### src/rtl/maze_pkg.sv
// Shared types for the maze solver: move directions, their inverse, and the path replay states.
package maze_pkg;

    typedef enum logic [1:0] {
        UP    = 2'd0,
        RIGHT = 2'd1,
        DOWN  = 2'd2,
        LEFT  = 2'd3
    } dir_t;

    typedef enum logic [1:0] {
        RS_IDLE,
        RS_REPLAY,
        RS_DONE
    } rs_state_e;

    // Opposite direction is the same axis with the sign bit flipped.
    function automatic dir_t dir_inverse(dir_t d);
        return dir_t'(d ^ 2'b10);
    endfunction

endpackage

### src/rtl/maze_path_stack_if.sv
// Control, status and replay-stream bundle between the maze solver and its path stack.
interface maze_path_stack_if #(
    parameter int unsigned PTR_W = 8
);
    logic             init;
    logic             push;
    logic             pop;
    logic [1:0]       dir_in;
    logic [1:0]       top_dir;
    logic [1:0]       back_dir;
    logic [PTR_W:0]   count;
    logic             empty;
    logic             full;
    logic             err_ovf;
    logic             err_unf;
    logic             replay_start;
    logic             replay_valid;
    logic             replay_ready;
    logic [1:0]       replay_dir;
    logic             replay_done;
    logic             busy;

    modport master (
        output init, push, pop, dir_in, replay_start, replay_ready,
        input  top_dir, back_dir, count, empty, full, err_ovf, err_unf,
               replay_valid, replay_dir, replay_done, busy
    );

    modport slave (
        input  init, push, pop, dir_in, replay_start, replay_ready,
        output top_dir, back_dir, count, empty, full, err_ovf, err_unf,
               replay_valid, replay_dir, replay_done, busy
    );

endinterface

### src/rtl/path_stack_mem.sv
// Move-history RAM: one synchronous write port, async reads for the stack top and replay index.
module path_stack_mem
    import maze_pkg::*;
#(
    parameter int unsigned DEPTH = 256,
    parameter int unsigned AW    = 8
) (
    input  logic          clk,
    input  logic          we_i,
    input  logic [AW-1:0] waddr_i,
    input  dir_t          wdata_i,
    input  logic [AW-1:0] top_addr_i,
    output dir_t          top_data_o,
    input  logic [AW-1:0] rep_addr_i,
    output dir_t          rep_data_o
);

    dir_t mem [DEPTH];

    always_ff @(posedge clk) begin
        if (we_i) begin
            mem[waddr_i] <= wdata_i;
        end
    end

    assign top_data_o = mem[top_addr_i];
    assign rep_data_o = mem[rep_addr_i];

endmodule

### src/rtl/maze_path_stack.sv
// LIFO of solver moves with backtrack support and an oldest-first valid/ready replay of the path.
module maze_path_stack
    import maze_pkg::*;
#(
    parameter int unsigned DEPTH = 256,
    parameter int unsigned PTR_W = 8
) (
    input logic              clk,
    input logic              rst,
    maze_path_stack_if.slave bus
);

    localparam int unsigned CW = PTR_W + 1;

    rs_state_e        state_q, state_d;
    logic [PTR_W:0]   ptr_q, ptr_d;
    logic [PTR_W-1:0] rd_q, rd_d;
    logic             ovf_q, ovf_d;
    logic             unf_q, unf_d;
    logic             valid_q, valid_d;
    logic             done_q, done_d;
    dir_t             rdir_q, rdir_d;

    logic             empty, full;
    logic             wr_en;
    logic [PTR_W-1:0] wr_addr, top_addr, rep_addr;
    dir_t             wr_data, top_rd, rep_rd;

    assign empty    = (ptr_q == '0);
    assign full     = (ptr_q == CW'(DEPTH));
    assign top_addr = PTR_W'(ptr_q - CW'(1));
    // Prefetch the beat after the current one so the next replay_dir is ready at the accept edge.
    assign rep_addr = (state_q == RS_REPLAY) ? rd_q + PTR_W'(1) : '0;

    always_comb begin
        state_d = state_q;
        ptr_d   = ptr_q;
        rd_d    = rd_q;
        ovf_d   = ovf_q;
        unf_d   = unf_q;
        valid_d = valid_q;
        done_d  = 1'b0;
        rdir_d  = rdir_q;
        wr_en   = 1'b0;
        wr_addr = ptr_q[PTR_W-1:0];
        wr_data = dir_t'(bus.dir_in);

        if (bus.init) begin
            state_d = RS_IDLE;
            ptr_d   = '0;
            rd_d    = '0;
            ovf_d   = 1'b0;
            unf_d   = 1'b0;
            valid_d = 1'b0;
            rdir_d  = UP;
        end else begin
            unique case (state_q)
                RS_IDLE: begin
                    if (bus.replay_start) begin
                        if (empty) begin
                            done_d = 1'b1;
                        end else begin
                            state_d = RS_REPLAY;
                            rd_d    = '0;
                            valid_d = 1'b1;
                            rdir_d  = rep_rd;
                        end
                    end else if (bus.push && bus.pop) begin
                        wr_en = 1'b1;
                        if (empty) begin
                            ptr_d = ptr_q + CW'(1);
                        end else begin
                            wr_addr = top_addr;
                        end
                    end else if (bus.push) begin
                        if (full) begin
                            ovf_d = 1'b1;
                        end else begin
                            wr_en = 1'b1;
                            ptr_d = ptr_q + CW'(1);
                        end
                    end else if (bus.pop) begin
                        if (empty) begin
                            unf_d = 1'b1;
                        end else begin
                            ptr_d = ptr_q - CW'(1);
                        end
                    end
                end
                RS_REPLAY: begin
                    if (valid_q && bus.replay_ready) begin
                        if (rd_q == top_addr) begin
                            valid_d = 1'b0;
                            done_d  = 1'b1;
                            state_d = RS_DONE;
                        end else begin
                            rd_d   = rd_q + PTR_W'(1);
                            rdir_d = rep_rd;
                        end
                    end
                end
                RS_DONE: state_d = RS_IDLE;
                default: state_d = RS_IDLE;
            endcase
        end
    end

    always_ff @(posedge clk or posedge rst) begin
        if (rst) begin
            state_q <= RS_IDLE;
            ptr_q   <= '0;
            rd_q    <= '0;
            ovf_q   <= 1'b0;
            unf_q   <= 1'b0;
            valid_q <= 1'b0;
            done_q  <= 1'b0;
            rdir_q  <= UP;
        end else begin
            state_q <= state_d;
            ptr_q   <= ptr_d;
            rd_q    <= rd_d;
            ovf_q   <= ovf_d;
            unf_q   <= unf_d;
            valid_q <= valid_d;
            done_q  <= done_d;
            rdir_q  <= rdir_d;
        end
    end

    path_stack_mem #(
        .DEPTH(DEPTH),
        .AW   (PTR_W)
    ) u_mem (
        .clk       (clk),
        .we_i      (wr_en),
        .waddr_i   (wr_addr),
        .wdata_i   (wr_data),
        .top_addr_i(top_addr),
        .top_data_o(top_rd),
        .rep_addr_i(rep_addr),
        .rep_data_o(rep_rd)
    );

    assign bus.top_dir      = empty ? 2'b00 : top_rd;
    assign bus.back_dir     = empty ? 2'b00 : dir_inverse(top_rd);
    assign bus.count        = ptr_q;
    assign bus.empty        = empty;
    assign bus.full         = full;
    assign bus.err_ovf      = ovf_q;
    assign bus.err_unf      = unf_q;
    assign bus.replay_valid = valid_q;
    assign bus.replay_dir   = rdir_q;
    assign bus.replay_done  = done_q;
    assign bus.busy         = (state_q != RS_IDLE);

endmodule
### src/flat_wrapper.sv
// flat-port wrapper written by rule: the top's interface ports become plain ports
module maze_path_stack_flat import maze_pkg::*;
#(
    parameter int unsigned DEPTH = 256,
    parameter int unsigned PTR_W = 8
)
  (clk, rst, bus_init, bus_push, bus_pop, bus_dir_in, bus_replay_start, bus_replay_ready, bus_top_dir, bus_back_dir, bus_count, bus_empty, bus_full, bus_err_ovf, bus_err_unf, bus_replay_valid, bus_replay_dir, bus_replay_done, bus_busy);
  maze_path_stack_if #(.PTR_W(PTR_W)) bus_i ();
  input logic clk;
  input logic rst;
  input wire logic [$bits(bus_i.init)-1:0] bus_init;
  input wire logic [$bits(bus_i.push)-1:0] bus_push;
  input wire logic [$bits(bus_i.pop)-1:0] bus_pop;
  input wire logic [$bits(bus_i.dir_in)-1:0] bus_dir_in;
  input wire logic [$bits(bus_i.replay_start)-1:0] bus_replay_start;
  input wire logic [$bits(bus_i.replay_ready)-1:0] bus_replay_ready;
  output wire logic [$bits(bus_i.top_dir)-1:0] bus_top_dir;
  output wire logic [$bits(bus_i.back_dir)-1:0] bus_back_dir;
  output wire logic [$bits(bus_i.count)-1:0] bus_count;
  output wire logic [$bits(bus_i.empty)-1:0] bus_empty;
  output wire logic [$bits(bus_i.full)-1:0] bus_full;
  output wire logic [$bits(bus_i.err_ovf)-1:0] bus_err_ovf;
  output wire logic [$bits(bus_i.err_unf)-1:0] bus_err_unf;
  output wire logic [$bits(bus_i.replay_valid)-1:0] bus_replay_valid;
  output wire logic [$bits(bus_i.replay_dir)-1:0] bus_replay_dir;
  output wire logic [$bits(bus_i.replay_done)-1:0] bus_replay_done;
  output wire logic [$bits(bus_i.busy)-1:0] bus_busy;
  assign bus_i.init = bus_init;
  assign bus_i.push = bus_push;
  assign bus_i.pop = bus_pop;
  assign bus_i.dir_in = bus_dir_in;
  assign bus_i.replay_start = bus_replay_start;
  assign bus_i.replay_ready = bus_replay_ready;
  assign bus_top_dir = bus_i.top_dir;
  assign bus_back_dir = bus_i.back_dir;
  assign bus_count = bus_i.count;
  assign bus_empty = bus_i.empty;
  assign bus_full = bus_i.full;
  assign bus_err_ovf = bus_i.err_ovf;
  assign bus_err_unf = bus_i.err_unf;
  assign bus_replay_valid = bus_i.replay_valid;
  assign bus_replay_dir = bus_i.replay_dir;
  assign bus_replay_done = bus_i.replay_done;
  assign bus_busy = bus_i.busy;
  maze_path_stack #(.DEPTH(DEPTH), .PTR_W(PTR_W)) u_core (.clk(clk), .rst(rst), .bus(bus_i));
endmodule
### config.mk
export PLATFORM = sky130hd
export DESIGN_NAME = maze_path_stack_flat
export DESIGN_NICKNAME = d
export VERILOG_FILES = /design/src/rtl/maze_pkg.sv /design/src/rtl/maze_path_stack_if.sv /design/src/rtl/path_stack_mem.sv /design/src/rtl/maze_path_stack.sv /design/src/flat_wrapper.sv
export SDC_FILE = /design/constraint.sdc
export NUM_CORES = 1
export LEC_CHECK = 0
export BUFFER_PORTS_ARGS = -buffer_cell sky130_fd_sc_hd__buf_2
export CAP_MARGIN = 20
export CORE_ASPECT_RATIO = 0.8
export CORE_UTILIZATION = 51
export DETAILED_ROUTE_END_ITERATION = 6
export MAX_ROUTING_LAYER = met4
export PLACE_DENSITY = 0.67
export SLEW_MARGIN = 15
export SYNTH_ARGS = -nofsm -noshare
export SYNTH_HDL_FRONTEND = slang
export SYNTH_HIERARCHICAL = 1
export SYNTH_SLANG_ARGS = --single-unit
export TNS_END_PERCENT = 20
### constraint.sdc
create_clock -name clk -period 4.3 [get_ports clk]
set_input_delay 0 -clock clk [delete_from_list [all_inputs] [get_ports clk]]
set_output_delay 0 -clock clk [all_outputs]
set_load 0.01 [all_outputs]
==> impl_metrics.ini <==
[status]
status = finished, final reports clean

[yosys]
yosysWarnings = 6
ys_seq_area_share_pct = 57.68
syn_nets = 1902
synth_area_per_cell_um2 = 14.68
yosysTopAreaCell = edfxtp_1
yosysTopAreaCellShare_pct = 55.43
synth_cells = 1889
synth_area_leaders = edfxtp_1 55%, mux4_2 14%, mux2i_1 6.5%
async_reset_ff_share_pct = 4.655
synth_edf_count = 512
yosysMostFrequentCell = edfxtp_1
synthFlopType = edfxtp_1
synth_cell_type_count = 80
synth_common_cells = 512 x edfxtp_1, 326 x nor2_1, 181 x mux2i_1
syn_area_um2 = 27740
synth-seq-cells = 537

[routing]
wl_met3_um = 9549
wl_met2_um = 35410
final_antenna_net_count = 0
route.detailed.drc = 0
m1WireLength_um = 32090
wirelength_um = 79500
firstDrtPassIters = 5
top_layer_used = met4
vias = 18307
drtIter0Drc = 2533
wl_per_cell_um = 29.73
vias_per_cell = 6.846

[place]
dpl.hpwl_um = 51830
routabilityCongestion = 0.9519
place_ws_ns = 0.2114
io_buffers = 30

[cts]
numCtsBuffers = 54
worstSkewPairLatency_ns = 0.62
cts.clk_slew.worst_paths_ns = 0.06
cts_buffer_depth = 3
cts_tree = built
root_buffer = clkbuf_16
cts.sinks = 537
cts_max_level = 2

[floorplan]
start_util_pct = 51.54
core-area_um2 = 53820
dieArea_um2 = 55330
std_cell_rows = 76
die_x_um = 262.7
dieHeight_um = 210.6
ios = 31

[setup_path]
slowest_stage = o41ai_1
critPathRequiredTime_ns = 4.30
crit_start = u_core/bus.count[0]$_DFFE_PP0P_
rr_worst_depth = 13
start_kind = register
crit_buf_inv = 4
crit_path_end = bus_top_dir[1]
cp.arrival_ns = 4.28
cp.depth = 12
timing.critical_path.mode_cell = buf_4
critPathTopFamily = simple AND/OR/NAND/NOR gates
crit_fanout = 10
path_cells = buf_4 > or3_4 > xnor2_4 > buf_4 > nand3b_1 > buf_4 > o22ai_1 > nor4_1 > o41ai_1 > and4_1 > and2_1 > buf_2
reg2reg_slack_ns = 0.15
r2r-end = u_core/u_mem/mem[49][0]$_DFFE_PP_
worstSetupPathType = reg2out
endpoint_kind = output pin
max_stage_delay_ns = 0.54
r2r_start = u_core/bus.count[0]$_DFFE_PP0P_

[final_layout]
syn2layout_area_growth_pct = 10.59
nFillCells = 4224
drive_gt1_share_pct = 21.87
fin_nets = 1940

[timing]
slew_headroom_pct = 32.36
worstMarginPinSlew_ns = 1.015
report.final.slew_viol_count = 0
setup_ws_ns = 0.02125
period_share_pct = 99.51
final_hold_viol_count = 0
tns_ns = 0
finClkSkew_ns = 0.02567
fmax_mhz = 233.7
setup_viol_count_final = 0
rsz0062_at_grt = yes
min_period_ns = 4.279
hold-worst-slack_ns = 0.01676

[grt]
first_global_vias = 17946
grt_overflow = 0
antenna_found_initial = 2
grt_pass1_wl_um = 116400
grt_usage_pct = 29.70
grt_max_degree = 131

[worst_hold_path]
hold_class = in2reg

[power_and_ir_drop]
p_total_mw = 15.71
p_leak_nw = 10.27
vdd_drop_max_uv = 329.6
p_per_area_nw_per_um2 = 512.2

[job]
max-cap-violations = 0
-- logic make-up (layout without fill, tap and decap cells) --
logic type | Yosys count | count (layout) | synth area share (%)
AO/OA/AOI/OAI | 211 | 211 | 5.535
XOR/XNOR | 38 | 38 | 1.376
adder cells (fa/ha/maj) | 4 | 4 | 0.1804
buffers and inverters | 173 | 255 | 3.838
flip-flops | 537 | 537 | 57.68
multiplexers | 376 | 376 | 22.35
other | 0 | 1 | 0
AND/OR/NAND/NOR | 550 | 550 | 9.039
-- area by class of cell --
class / instances / area (um2) / area share, %
Sequential cell: 537 / 16000 / 52.16
Timing Repair Buffer: 141 / 1171 / 3.818
Tap cell: 702 / 878.3 / 2.863
Antenna cell: 1 / 2.502 / 0.008158
Clock buffer: 64 / 1410 / 4.597
Inverter: 14 / 73.82 / 0.2406
Clock inverter: 36 / 312.8 / 1.020
Multi-Input combinational cell: 1179 / 10830 / 35.29
-- cells in the final DEF (no fill, tap or decap), types with 5 or more instances in the layout --
cell type / netlist / layout
nor3b_1: 7 / 7
xnor2_1: 27 / 25
clkbuf_1: 72 / 9
a32oi_1: 5 / 5
dfrtp_1: 25 / 25
inv_1: 11 / 8
nor4_2: 3 / 6
o221ai_1: 27 / 27
nor2_1: 326 / 322
nor2b_1: 22 / 22
a41oi_1: 5 / 5
nand2_1: 60 / 60
clkinv_1: 2 / 15
clkinvlp_4: 0 / 7
mux2_2: 5 / 5
buf_12: 7 / 11
nand3_1: 34 / 34
a22oi_1: 11 / 11
nand4_1: 14 / 14
nand2b_1: 6 / 6
mux4_2: 176 / 176
buf_2: 32 / 28
a21oi_1: 38 / 38
nor4_1: 16 / 13
mux4_1: 14 / 14
buf_4: 20 / 88
o21ai_0: 20 / 20
xor2_1: 7 / 5
nand3b_1: 7 / 7
o22a_1: 8 / 8
clkbuf_16: 0 / 55
nor3_1: 23 / 22
o22ai_1: 28 / 28
and3_1: 8 / 8
mux2i_1: 181 / 181
dlygate4sd3_1: 0 / 9
clkinv_2: 1 / 10
edfxtp_1: 512 / 512
a211oi_1: 19 / 19
-- state kept, by name, indices dropped and copies added, names as in the netlist --
register	flops
u_core/bus.err_ovf	1
u_core/bus.err_unf	1
u_core/state_q	2
u_core/bus.count	9
u_core/bus.replay_valid	1
u_core/bus.replay_dir	2
u_core/bus.replay_done	1
u_core/rd_q	8
u_core/u_mem/mem	512
-- worst register-to-register path, cell delays in order (launching register included) --
cell and delay (ns):
dfrtp_1 0.44, inv_8 0.21, ha_2 0.21, nor3b_1 0.33, nand3b_1 0.27, clkinv_2 0.22, nor4b_2 0.07, buf_4 0.19
xnor2_1 0.39, buf_4 0.25, nor2b_1 0.50, nand3_1 0.15, buf_4 0.31, nor2_1 0.26
-- power by group --
part / internal [mW] / switching, mW / total, mW
sequential: 5.76 / 0.0355 / 5.79
clock: 2.59 / 2.05 / 4.63
combinational: 2.12 / 3.16 / 5.29
total: 10.5 / 5.25 / 15.7
-- how the worst min path moves through the flow --
| stage | from | endpoint | slack, ns | depth (start not counted) |
|---|---|---|---|---|
| floorplan | rst | u_core/bus.count[0]$_DFFE_PP0P_ | 0.03 | 1 |
| global placement | bus_replay_ready | u_core/bus.replay_valid$_DFFE_PP0P_ | 0.23 | 2 |
| detailed placement | bus_replay_ready | u_core/bus.replay_valid$_DFFE_PP0P_ | 0.24 | 2 |
| CTS | bus_dir_in[0] | u_core/u_mem/mem[21][0]$_DFFE_PP_ | 0.04 | 1 |
| global route | bus_dir_in[0] | u_core/u_mem/mem[19][0]$_DFFE_PP_ | 0.07 | 1 |
| finish | bus_dir_in[1] | u_core/u_mem/mem[49][1]$_DFFE_PP_ | 0.02 | 1 |
-- through the flow --
stage,cell area [um2],util [%],instances
2_1_floorplan,27740,-,1889
3_3_place_gp,28700,53.33,2558
3_5_place_dp,28700,53.33,2558
4_1_cts,30580,56.82,2669
5_1_grt,30680,57.00,2674
6_report,30680,57.00,2674
-- timing repair --
action	in CTS	in global routing
buffers inserted	3	2
cloned	0	0
hold buffers	8	1
endpoints found under the hold margin	41	11
pin swaps	0	1
gates resized for setup	9	10
setup endpoints to repair	4	5
-- layer usage --
metal	vias up	GRT usage, %
met5	-	-
met4	0	9.980
met3	175	8.516
met2	1148	42.73
met1	9393	40.65
li1	7591	-
No activity file was read; power rests on OpenSTA's default activity.
